[src/rtl/lsu_pkg.sv]
// Shared types and helpers for the load/store unit.
//  - funct3_e     : load/store width encodings (B, H, W, BU, HU)
//  - lsu_state_e  : access FSM states; ISSUE1/WAIT1 exist only when
//                   LSU_MISALIGN_SPLIT_EN is defined
//  - size_mask()  : contiguous byte mask for an access size
//  - lane_mask8() : that mask shifted to the byte offset across two words
//  - f3_legal()   : legal funct3 / direction combinations
package lsu_pkg;

  localparam int BYTE_LANES = 4;

  typedef enum logic [2:0] {
    F3_B  = 3'b000,
    F3_H  = 3'b001,
    F3_W  = 3'b010,
    F3_BU = 3'b100,
    F3_HU = 3'b101
  } funct3_e;

  typedef enum logic [2:0] {
    S_IDLE,
    S_ISSUE0,
    S_WAIT0,
`ifdef LSU_MISALIGN_SPLIT_EN
    S_ISSUE1,
    S_WAIT1,
`endif
    S_RESP
  } lsu_state_e;

  function automatic logic [BYTE_LANES-1:0] size_mask(input logic [1:0] size);
    case (size)
      2'b00:   return 4'b0001;
      2'b01:   return 4'b0011;
      default: return 4'b1111;
    endcase
  endfunction

  // Lower nibble covers the first word, upper nibble spills into the next one.
  function automatic logic [2*BYTE_LANES-1:0] lane_mask8(input logic [1:0] size,
                                                          input logic [1:0] off);
    return {{BYTE_LANES{1'b0}}, size_mask(size)} << off;
  endfunction

  // Unsigned variants only make sense for loads.
  function automatic logic f3_legal(input logic we, input logic [2:0] f3);
    case (f3)
      F3_B, F3_H, F3_W: return 1'b1;
      F3_BU, F3_HU:     return !we;
      default:          return 1'b0;
    endcase
  endfunction

endpackage

[src/rtl/lsu_if.sv]
// Bundle of the LSU request/response handshake and the data-memory bus.
// Modports:
//  master : the LSU (accepts requests, initiates memory beats)
//  slave  : the environment (execute stage + data memory)
// Signals: req_valid/req_ready/req_we/req_funct3/req_addr/req_wdata,
//          resp_valid/resp_rdata/resp_err,
//          mem_req/mem_gnt/mem_we/mem_addr/mem_be/mem_wdata/mem_rvalid/mem_rdata.
interface lsu_if #(
  parameter int ADDR_WIDTH = 32,
  parameter int DATA_WIDTH = 32
);
  logic                    req_valid;
  logic                    req_ready;
  logic                    req_we;
  logic [2:0]              req_funct3;
  logic [ADDR_WIDTH-1:0]   req_addr;
  logic [DATA_WIDTH-1:0]   req_wdata;
  logic                    resp_valid;
  logic [DATA_WIDTH-1:0]   resp_rdata;
  logic                    resp_err;
  logic                    mem_req;
  logic                    mem_gnt;
  logic                    mem_we;
  logic [ADDR_WIDTH-1:0]   mem_addr;
  logic [DATA_WIDTH/8-1:0] mem_be;
  logic [DATA_WIDTH-1:0]   mem_wdata;
  logic                    mem_rvalid;
  logic [DATA_WIDTH-1:0]   mem_rdata;

  modport master (
    input  req_valid, req_we, req_funct3, req_addr, req_wdata,
           mem_gnt, mem_rvalid, mem_rdata,
    output req_ready, resp_valid, resp_rdata, resp_err,
           mem_req, mem_we, mem_addr, mem_be, mem_wdata
  );

  modport slave (
    output req_valid, req_we, req_funct3, req_addr, req_wdata,
           mem_gnt, mem_rvalid, mem_rdata,
    input  req_ready, resp_valid, resp_rdata, resp_err,
           mem_req, mem_we, mem_addr, mem_be, mem_wdata
  );
endinterface

[src/rtl/lsu_align.sv]
// Combinational lane steering for the LSU.
// Ports:
//  off        in  byte offset of the access within its first word
//  funct3     in  access width / signedness
//  beat_sel   in  0 = first beat lanes, 1 = spill-over lanes of the second beat
//  wdata      in  right-aligned store data
//  lo_word    in  read word from the first beat
//  hi_word    in  read word from the second beat (zero when not split)
//  beat_wdata out store data shifted onto the lanes of the selected beat
//  rdata      out load data realigned and sign/zero-extended
module lsu_align
  import lsu_pkg::*;
#(
  parameter int DATA_WIDTH = 32
) (
  input  logic [1:0]            off,
  input  logic [2:0]            funct3,
  input  logic                  beat_sel,
  input  logic [DATA_WIDTH-1:0] wdata,
  input  logic [DATA_WIDTH-1:0] lo_word,
  input  logic [DATA_WIDTH-1:0] hi_word,
  output logic [DATA_WIDTH-1:0] beat_wdata,
  output logic [DATA_WIDTH-1:0] rdata
);

  logic [2*DATA_WIDTH-1:0] wide_w;
  logic [2*DATA_WIDTH-1:0] wide_r;
  logic [DATA_WIDTH-1:0]   merged;

  always_comb begin
    // Shift across a double word so the bytes pushed out of beat 0 land in beat 1.
    wide_w     = {{DATA_WIDTH{1'b0}}, wdata} << {off, 3'b000};
    beat_wdata = beat_sel ? wide_w[2*DATA_WIDTH-1:DATA_WIDTH] : wide_w[DATA_WIDTH-1:0];

    wide_r = {hi_word, lo_word} >> {off, 3'b000};
    merged = wide_r[DATA_WIDTH-1:0];
    case (funct3)
      F3_B:    rdata = {{(DATA_WIDTH-8){merged[7]}}, merged[7:0]};
      F3_H:    rdata = {{(DATA_WIDTH-16){merged[15]}}, merged[15:0]};
      F3_BU:   rdata = {{(DATA_WIDTH-8){1'b0}}, merged[7:0]};
      F3_HU:   rdata = {{(DATA_WIDTH-16){1'b0}}, merged[15:0]};
      default: rdata = merged;
    endcase
  end

endmodule

[src/rtl/load_store_unit.sv]
// Load/store unit: takes one access per handshake from the MEM stage, runs
// it over a word-organised req/gnt/rvalid memory bus with byte enables and
// returns extended load data with a one-cycle resp_valid pulse.
// Ports: clk, rst_n (async, active low), bus (lsu_if.master: request,
// response and memory-bus signals).
// Build option: LSU_MISALIGN_SPLIT_EN -- when defined, accesses crossing a
// word boundary are done as two beats; otherwise they complete with
// resp_err and never touch memory.
module load_store_unit
  import lsu_pkg::*;
#(
  parameter int ADDR_WIDTH = 32,
  parameter int DATA_WIDTH = 32
) (
  input  logic  clk,
  input  logic  rst_n,
  lsu_if.master bus
);

  lsu_state_e              state_q, state_d;
  logic                    we_q, we_d;
  logic [2:0]              f3_q, f3_d;
  logic [ADDR_WIDTH-1:0]   addr_q, addr_d;
  logic [DATA_WIDTH-1:0]   wdata_q, wdata_d;
  logic [DATA_WIDTH-1:0]   lo_q, lo_d;
  logic                    err_q, err_d;
  logic [BYTE_LANES-1:0]   be0_q, be0_d;
`ifdef LSU_MISALIGN_SPLIT_EN
  logic [BYTE_LANES-1:0]   be1_q, be1_d;
  logic [DATA_WIDTH-1:0]   hi_q, hi_d;
`else
  logic                    req_split;
`endif

  logic [2*BYTE_LANES-1:0] req_m8;
  logic [DATA_WIDTH-1:0]   hi_word;
  logic [DATA_WIDTH-1:0]   al_wdata;
  logic [DATA_WIDTH-1:0]   al_rdata;
  logic                    beat_sel;
  logic [ADDR_WIDTH-1:0]   beat0_addr;

  assign beat0_addr = {addr_q[ADDR_WIDTH-1:2], 2'b00};
  assign req_m8     = lane_mask8(bus.req_funct3[1:0], bus.req_addr[1:0]);

`ifdef LSU_MISALIGN_SPLIT_EN
  assign hi_word  = hi_q;
  assign beat_sel = (state_q == S_ISSUE1);
`else
  assign req_split = |req_m8[2*BYTE_LANES-1:BYTE_LANES];
  assign hi_word   = '0;
  assign beat_sel  = 1'b0;
`endif

  lsu_align #(.DATA_WIDTH(DATA_WIDTH)) u_align (
    .off       (addr_q[1:0]),
    .funct3    (f3_q),
    .beat_sel  (beat_sel),
    .wdata     (wdata_q),
    .lo_word   (lo_q),
    .hi_word   (hi_word),
    .beat_wdata(al_wdata),
    .rdata     (al_rdata)
  );

  always_ff @(posedge clk or negedge rst_n) begin
    if (!rst_n) begin
      state_q <= S_IDLE;
      we_q    <= 1'b0;
      f3_q    <= 3'b000;
      addr_q  <= '0;
      wdata_q <= '0;
      lo_q    <= '0;
      err_q   <= 1'b0;
      be0_q   <= '0;
`ifdef LSU_MISALIGN_SPLIT_EN
      be1_q   <= '0;
      hi_q    <= '0;
`endif
    end else begin
      state_q <= state_d;
      we_q    <= we_d;
      f3_q    <= f3_d;
      addr_q  <= addr_d;
      wdata_q <= wdata_d;
      lo_q    <= lo_d;
      err_q   <= err_d;
      be0_q   <= be0_d;
`ifdef LSU_MISALIGN_SPLIT_EN
      be1_q   <= be1_d;
      hi_q    <= hi_d;
`endif
    end
  end

  // Bus outputs are decoded from state only, so an async reset drops mem_req at once.
  always_comb begin
    state_d = state_q;
    we_d    = we_q;
    f3_d    = f3_q;
    addr_d  = addr_q;
    wdata_d = wdata_q;
    lo_d    = lo_q;
    err_d   = err_q;
    be0_d   = be0_q;
`ifdef LSU_MISALIGN_SPLIT_EN
    be1_d   = be1_q;
    hi_d    = hi_q;
`endif
    bus.req_ready  = 1'b0;
    bus.resp_valid = 1'b0;
    bus.resp_err   = 1'b0;
    bus.resp_rdata = '0;
    bus.mem_req    = 1'b0;
    bus.mem_we     = 1'b0;
    bus.mem_addr   = '0;
    bus.mem_be     = '0;
    bus.mem_wdata  = '0;

    case (state_q)
      S_IDLE: begin
        bus.req_ready = 1'b1;
        if (bus.req_valid) begin
          we_d    = bus.req_we;
          f3_d    = bus.req_funct3;
          addr_d  = bus.req_addr;
          wdata_d = bus.req_wdata;
          be0_d   = req_m8[BYTE_LANES-1:0];
`ifdef LSU_MISALIGN_SPLIT_EN
          be1_d   = req_m8[2*BYTE_LANES-1:BYTE_LANES];
          err_d   = !f3_legal(bus.req_we, bus.req_funct3);
`else
          err_d   = !f3_legal(bus.req_we, bus.req_funct3) || req_split;
`endif
          state_d = err_d ? S_RESP : S_ISSUE0;
        end
      end
      S_ISSUE0: begin
        bus.mem_req   = 1'b1;
        bus.mem_we    = we_q;
        bus.mem_addr  = beat0_addr;
        bus.mem_be    = be0_q;
        bus.mem_wdata = al_wdata;
        if (bus.mem_gnt) state_d = S_WAIT0;
      end
      S_WAIT0: begin
        if (bus.mem_rvalid) begin
          lo_d = bus.mem_rdata;
`ifdef LSU_MISALIGN_SPLIT_EN
          state_d = (|be1_q) ? S_ISSUE1 : S_RESP;
`else
          state_d = S_RESP;
`endif
        end
      end
`ifdef LSU_MISALIGN_SPLIT_EN
      S_ISSUE1: begin
        bus.mem_req   = 1'b1;
        bus.mem_we    = we_q;
        bus.mem_addr  = beat0_addr + ADDR_WIDTH'(4);
        bus.mem_be    = be1_q;
        bus.mem_wdata = al_wdata;
        if (bus.mem_gnt) state_d = S_WAIT1;
      end
      S_WAIT1: begin
        if (bus.mem_rvalid) begin
          hi_d    = bus.mem_rdata;
          state_d = S_RESP;
        end
      end
`endif
      S_RESP: begin
        bus.resp_valid = 1'b1;
        bus.resp_err   = err_q;
        bus.resp_rdata = (we_q || err_q) ? '0 : al_rdata;
        state_d        = S_IDLE;
      end
      default: state_d = S_IDLE;
    endcase
  end

endmodule

[src/flat_wrapper.sv]
// flat-port wrapper written by rule: the top's interface ports become plain ports
module load_store_unit_flat import lsu_pkg::*;
#(
  parameter int ADDR_WIDTH = 32,
  parameter int DATA_WIDTH = 32
)
  (clk, rst_n, bus_req_valid, bus_req_we, bus_req_funct3, bus_req_addr, bus_req_wdata, bus_mem_gnt, bus_mem_rvalid, bus_mem_rdata, bus_req_ready, bus_resp_valid, bus_resp_rdata, bus_resp_err, bus_mem_req, bus_mem_we, bus_mem_addr, bus_mem_be, bus_mem_wdata);
  lsu_if #(.ADDR_WIDTH(ADDR_WIDTH), .DATA_WIDTH(DATA_WIDTH)) bus_i ();
  input  logic clk;
  input  logic rst_n;
  input wire logic [$bits(bus_i.req_valid)-1:0] bus_req_valid;
  input wire logic [$bits(bus_i.req_we)-1:0] bus_req_we;
  input wire logic [$bits(bus_i.req_funct3)-1:0] bus_req_funct3;
  input wire logic [$bits(bus_i.req_addr)-1:0] bus_req_addr;
  input wire logic [$bits(bus_i.req_wdata)-1:0] bus_req_wdata;
  input wire logic [$bits(bus_i.mem_gnt)-1:0] bus_mem_gnt;
  input wire logic [$bits(bus_i.mem_rvalid)-1:0] bus_mem_rvalid;
  input wire logic [$bits(bus_i.mem_rdata)-1:0] bus_mem_rdata;
  output wire logic [$bits(bus_i.req_ready)-1:0] bus_req_ready;
  output wire logic [$bits(bus_i.resp_valid)-1:0] bus_resp_valid;
  output wire logic [$bits(bus_i.resp_rdata)-1:0] bus_resp_rdata;
  output wire logic [$bits(bus_i.resp_err)-1:0] bus_resp_err;
  output wire logic [$bits(bus_i.mem_req)-1:0] bus_mem_req;
  output wire logic [$bits(bus_i.mem_we)-1:0] bus_mem_we;
  output wire logic [$bits(bus_i.mem_addr)-1:0] bus_mem_addr;
  output wire logic [$bits(bus_i.mem_be)-1:0] bus_mem_be;
  output wire logic [$bits(bus_i.mem_wdata)-1:0] bus_mem_wdata;
  assign bus_i.req_valid = bus_req_valid;
  assign bus_i.req_we = bus_req_we;
  assign bus_i.req_funct3 = bus_req_funct3;
  assign bus_i.req_addr = bus_req_addr;
  assign bus_i.req_wdata = bus_req_wdata;
  assign bus_i.mem_gnt = bus_mem_gnt;
  assign bus_i.mem_rvalid = bus_mem_rvalid;
  assign bus_i.mem_rdata = bus_mem_rdata;
  assign bus_req_ready = bus_i.req_ready;
  assign bus_resp_valid = bus_i.resp_valid;
  assign bus_resp_rdata = bus_i.resp_rdata;
  assign bus_resp_err = bus_i.resp_err;
  assign bus_mem_req = bus_i.mem_req;
  assign bus_mem_we = bus_i.mem_we;
  assign bus_mem_addr = bus_i.mem_addr;
  assign bus_mem_be = bus_i.mem_be;
  assign bus_mem_wdata = bus_i.mem_wdata;
  load_store_unit #(.ADDR_WIDTH(ADDR_WIDTH), .DATA_WIDTH(DATA_WIDTH)) u_core (.clk(clk), .rst_n(rst_n), .bus(bus_i));
endmodule
[config.mk]
export PLATFORM = sky130hd
export DESIGN_NAME = load_store_unit_flat
export DESIGN_NICKNAME = d
export VERILOG_FILES = /design/src/rtl/lsu_pkg.sv /design/src/rtl/lsu_if.sv /design/src/rtl/lsu_align.sv /design/src/rtl/load_store_unit.sv /design/src/flat_wrapper.sv
export SDC_FILE = /design/constraint.sdc
export NUM_CORES = 1
export LEC_CHECK = 0
export CAP_MARGIN = 5
export CORE_MARGIN = 1
export CORE_UTILIZATION = 41
export DETAILED_ROUTE_END_ITERATION = 7
export PLACE_DENSITY = 0.74
export RECOVER_POWER = 25
export SLEW_MARGIN = 20
export SYNTH_ARGS = -nofsm -noshare
export SYNTH_HDL_FRONTEND = slang
export SYNTH_SLANG_ARGS = --single-unit
[constraint.sdc]
create_clock -name clk -period 1.9 [get_ports clk]
set_input_delay 0.285 -clock clk [delete_from_list [all_inputs] [get_ports clk]]
set_output_delay 0.285 -clock clk [all_outputs]
set_load 0.005 [all_outputs]
### After elaboration in Yosys (flattened, before gate mapping)

Index checks and enable logic that the tools add are counted.

* register bits after elaboration: 108

* eq/ne operators: 14
* shift operators: 3
* mux-type cells: 20
* reduce and logical (&&, ||, !) cells: 14

Operator list (count)
* $mux 32: 4
* $pmux 32 s4: 1
* $shl 32x5->32: 1
* $shr 32x5->32: 1
* $eq 3x3->1 const B: 4
* $eq 3x1->1 const B: 3
* $eq 3x2->1 const B: 3
* $logic_not 3->1: 3
* $mux 3: 3
* $pmux 3 s3: 1
* $pmux 4 s2: 1
* $shl 4x2->8: 1
* $mux 1: 7
* $ne 2x2->1 const B: 3
* $mux 4: 1
* $reduce_and 2->1: 2
* $reduce_or 4->1: 1
* $reduce_and 3->1: 1
* $reduce_or 3->1: 1
* $eq 2x1->1 const B: 1
* $logic_not 1->1: 2
* $logic_not 2->1: 1
* $logic_or 1x1->1: 2
* $mux 2: 1
* other kinds (2): 2

### Longest topological paths before layout

* word-level depth: 10
* gate-level depth with buffers: 7
* mapped depth without buffers: 6

### Modules after synthesis

A second synthesis with hierarchy kept.

* cell total of the unflattened synthesis: 560
* area, all modules: 6650.1 um^2

By module, submodules not included
* load_store_unit: times used 1, cells an instance 371, area an instance 4845.9 um^2, sequential area each 2677.6 um^2
* lsu_align: times used 1, cells an instance 189, area an instance 1804.2 um^2, sequential area each 0.0 um^2

### Worst setup path after synthesis

Ideal clock, no wire load.

* path type: register to output
* start: register u_core.state_q[0]
* end: output port bus_resp_rdata[24]
* arrival: 1.742 ns
* path slack: -0.127 ns
* stages on the path, launching flop included: 7
* buffers on the path: 1
* cell sequence: dfrtp_1 -> ha_1 -> or3b_1 -> or3b_1 -> buf_4 -> nor2_8 -> a21o_1

* cells in the longest elaborated chain, start to end: 2

RTL lines
* start, declared: line load_store_unit.sv:20 `lsu_state_e state_q, state_d;`
* start signal, assigned: line load_store_unit.sv:80 `state_q <= state_d;`
* $eq 3x2->1: line load_store_unit.sv:119 `case (state_q)`
* $mux 32: line load_store_unit.sv:119
* end, declared: line flat_wrapper.sv:21 `output wire logic [$bits(bus_i.resp_rdata)-1:0] bus_resp_rdata;`

Every way passes these cells.

### Worst setup path after layout

* start: register u_core.state_q[1]
* end: output port bus_resp_rdata[30]

Same word-level chain as after synthesis.

==> flow_summary.json <==
{
  "outcome": "complete, but fails checks",
  "violations": "negative setup slack",
  "drt_iter0_drc": 367,
  "cp.required_ns": 1.62,
  "ys_warn_count": 0,
  "finalMaxSlewViolations": 0,
  "antenna_found_initial": 1,
  "clk_latency_ns": 0.36,
  "dieArea_um2": 14200,
  "rsz0062_at_grt": "true",
  "grt_use_total_pct": 27.6,
  "synth_ff_type": "dfrtp_1",
  "path_common_cell": "or3b_4",
  "cts_tree": "built",
  "grt_max_degree": 53,
  "ant_nets": 0,
  "yosys.cell_types.count": 35,
  "p_leak_nw": 4.47,
  "hold_path_class": "register to register",
  "min_period_ns": 2.65,
  "max_freq_mhz": 377,
  "critPathBufInv": 3,
  "synth_top_area_cell": "dfrtp_1",
  "setup_viol": 100,
  "path_max_fanout": 6,
  "p_per_area_nw_per_um2": 1650,
  "synth.avg_cell_area_um2": 11.3,
  "synthXorXnorAreaFrac_pct": 0,
  "yosys.area.top_type_share_pct": 47.5,
  "reg2reg_setup_slack_ns": 0.14,
  "fillerInstances": 933,
  "root_buffer": "clkbuf_16",
  "syn_to_final_growth_pct": 73.5,
  "synth-compound-area-share_pct": 9.90,
  "ys_seq_elements": 107,
  "die_w_um": 119,
  "finalHoldViolCount": 0,
  "tightest_slew_ns": 0.884,
  "fin_skew_ns": 0.00788,
  "cpPeakStageDelay_ns": 0.40,
  "fin_crit_sh_pct": 139,
  "crit_type": "register to output port",
  "pin_count": 210,
  "seq_area_frac_synth_pct": 47.5,
  "async_flop_share_pct": 100,
  "grt_pass1_vias": 5574,
  "synth_fa_ha_area_share_pct": 0.888,
  "synth_top_family_by_area": "multiplexers",
  "yosys.area_share.simple_pct": 11.9,
  "vias_per_cell": 5.30,
  "synth_area_um2": 5640,
  "coreArea_um2": 13300,
  "path_cells": "ha_2 > or3b_4 > or3b_4 > buf_8 > nor2_8 > buf_4 > a21o_1 > clkdlybuf4s15_2",
  "dp_hpwl_mm": 11.5,
  "drc_errors": 0,
  "place_congestion": 0.799,
  "postSynthCellCount": 498,
  "fin_ws_ns": -0.750,
  "cts_buffers": 9,
  "whs_ns": 0.488,
  "cp.arrival_ns": 2.37,
  "wl_mm": 19.3,
  "clk_path_buf_depth": 2,
  "synth-edff-count": 0,
  "row_count": 42,
  "slowest_stage": "or3b_4",
  "vdd_ir_drop_max_v": 0.000824,
  "initial_utilization_pct": 42.2,
  "yosys-top-cells-area": "dfrtp_1 47%, mux2_2 20%, mux2i_1 5.9%",
  "clock-sinks": 107,
  "wire_per_inst_um": 19.7,
  "port_buffers": 207,
  "max-cap-violations": 0,
  "synthMuxAreaShare_pct": 26.2,
  "die_h_um": 119,
  "worstSetupStartpointType": "register",
  "drive_above_1_share_pct": 55.5,
  "fin_tns_setup_ns": -38.83,
  "pre_cts_slack_ns": -0.638,
  "overflow": 0,
  "slew_headroom_pct": 41.1,
  "grt_pass1_wl_mm": 29.8,
  "endpoint_kind": "output port",
  "num_vias": 5191,
  "p_total_mw": 16.2,
  "final_net_count": 906,
  "ctsHtreeMaxLevel": 3,
  "crit_family": "simple AND/OR/NAND/NOR gates",
  "firstDrtPassIters": 4,
  "path_clk_slew_ns": 0.07
}
[tightest hold or removal path: stages, from the launching register on]
cell	delay, ns
dfrtp_1	0.35
nand2_1	0.05
o31ai_1	0.06
[through the flow]
step                      area, µm²  std cells  util [%]
final                          9780        979      73.3
after global routing           9780        978      73.3
after CTS                      9520        970      71.3
after detailed placement       8230        893      61.6
after global placement         8230        893      61.6
after floorplan                5650        499         -
[cell usage in the layout (no fill, tap or decap), types with 12 or more instances in the layout]
cell type        synthesis  final
a211oi_1                39     15
a211oi_2                 0     21
and2_1                  44     32
and2_4                   0     12
buf_12                   0     15
buf_2                   10     81
buf_4                    4     42
buf_6                    0     54
clkdlybuf4s50_1          0    103
dfrtp_1                107    105
mux2_2                 100    100
mux2i_1                 33     20
nor2_1                  43     28
[worst paths after layout]
check,endpoint,cells past startpoint,from
worst max register to register,u_core.state_q[1],10,u_core.state_q[1]
worst min-delay path,u_core.be0_q[1],2,u_core.be0_q[1]
worst min register to register,u_core.be0_q[1],2,u_core.be0_q[1]
worst max-delay path,bus_resp_rdata[30],8,u_core.state_q[1]
min in group asynchronous,u_core.addr_q[2],2,rst_n
max in group asynchronous,u_core.wdata_q[11],3,rst_n
[routing by layer]
| layer | track usage, % | share of wire [%] | vias up |
|---|---|---|---|
| met5 | 0 | 0 | - |
| met4 | 10.4 | 2.0 | 0 |
| met3 | 8.81 | 6.9 | 29 |
| met2 | 48.1 | 52 | 211 |
| met1 | 31.4 | 39 | 2598 |
| li1 | - | - | 2353 |
[logic make-up (layout without fill, tap and decap cells)]
| family | after synthesis | after routing |
|---|---|---|
| muxes | 134 | 134 |
| buffers and inverters | 46 | 349 |
| other | 1 | 3 |
| DFF | 107 | 107 |
| adders and majority gates | 4 | 4 |
| AOI/OAI and AO/OA | 81 | 81 |
| and+or+nand+nor | 125 | 125 |
[Yosys cell counts, types with 5 or more instances]
cell,n
buf_2,10
a21o_1,9
buf_1,12
nor2b_1,18
a21oi_1,10
a211oi_1,39
mux2i_1,33
nor2_1,43
inv_1,5
dfrtp_1,107
nand2_1,8
and2_1,44
mux2_2,100
o21ai_0,12
clkbuf_1,14
[where the power goes]
part / internal, mW / switching (mW) / total [mW]
logic: 5.67 / 4.07 / 9.74
registers: 3.46 / 1.03 / 4.49
clock network: 1.07 / 0.876 / 1.94
[registers in the layout, summed over array words and instances (netlist names)]
register,cells
u_core.addr_q,32
u_core.be0_q,4
u_core.err_q,1
u_core.f3_q,3
u_core.lo_q,32
u_core.state_q,2
u_core.wdata_q,32
u_core.we_q,1
[layout make-up]
class                      count  area (µm²)  share of cell area, %
multi-input combinational    346        3370                   34.5
timing repair buffer         327        3170                   32.4
sequential                   107        2680                   27.4
clock buffer                  11         243                   2.48
tap                          176         220                   2.25
clock inverter                 5        61.3                  0.627
inverter                       6        30.0                  0.307
antenna                        1        2.50                 0.0256
[what timing repair did]
item | 4_1_cts | 5_1_grt
gates resized for setup | 533 | 111
hold buffers | 1 | 0
pin swaps | 37 | 33
cloned | 12 | 0
setup buffers | 49 | 20
setup endpoints to repair | 102 | 102
endpoints found under the hold margin | 31 | 0
No activity file was read; power rests on OpenSTA's default activity.
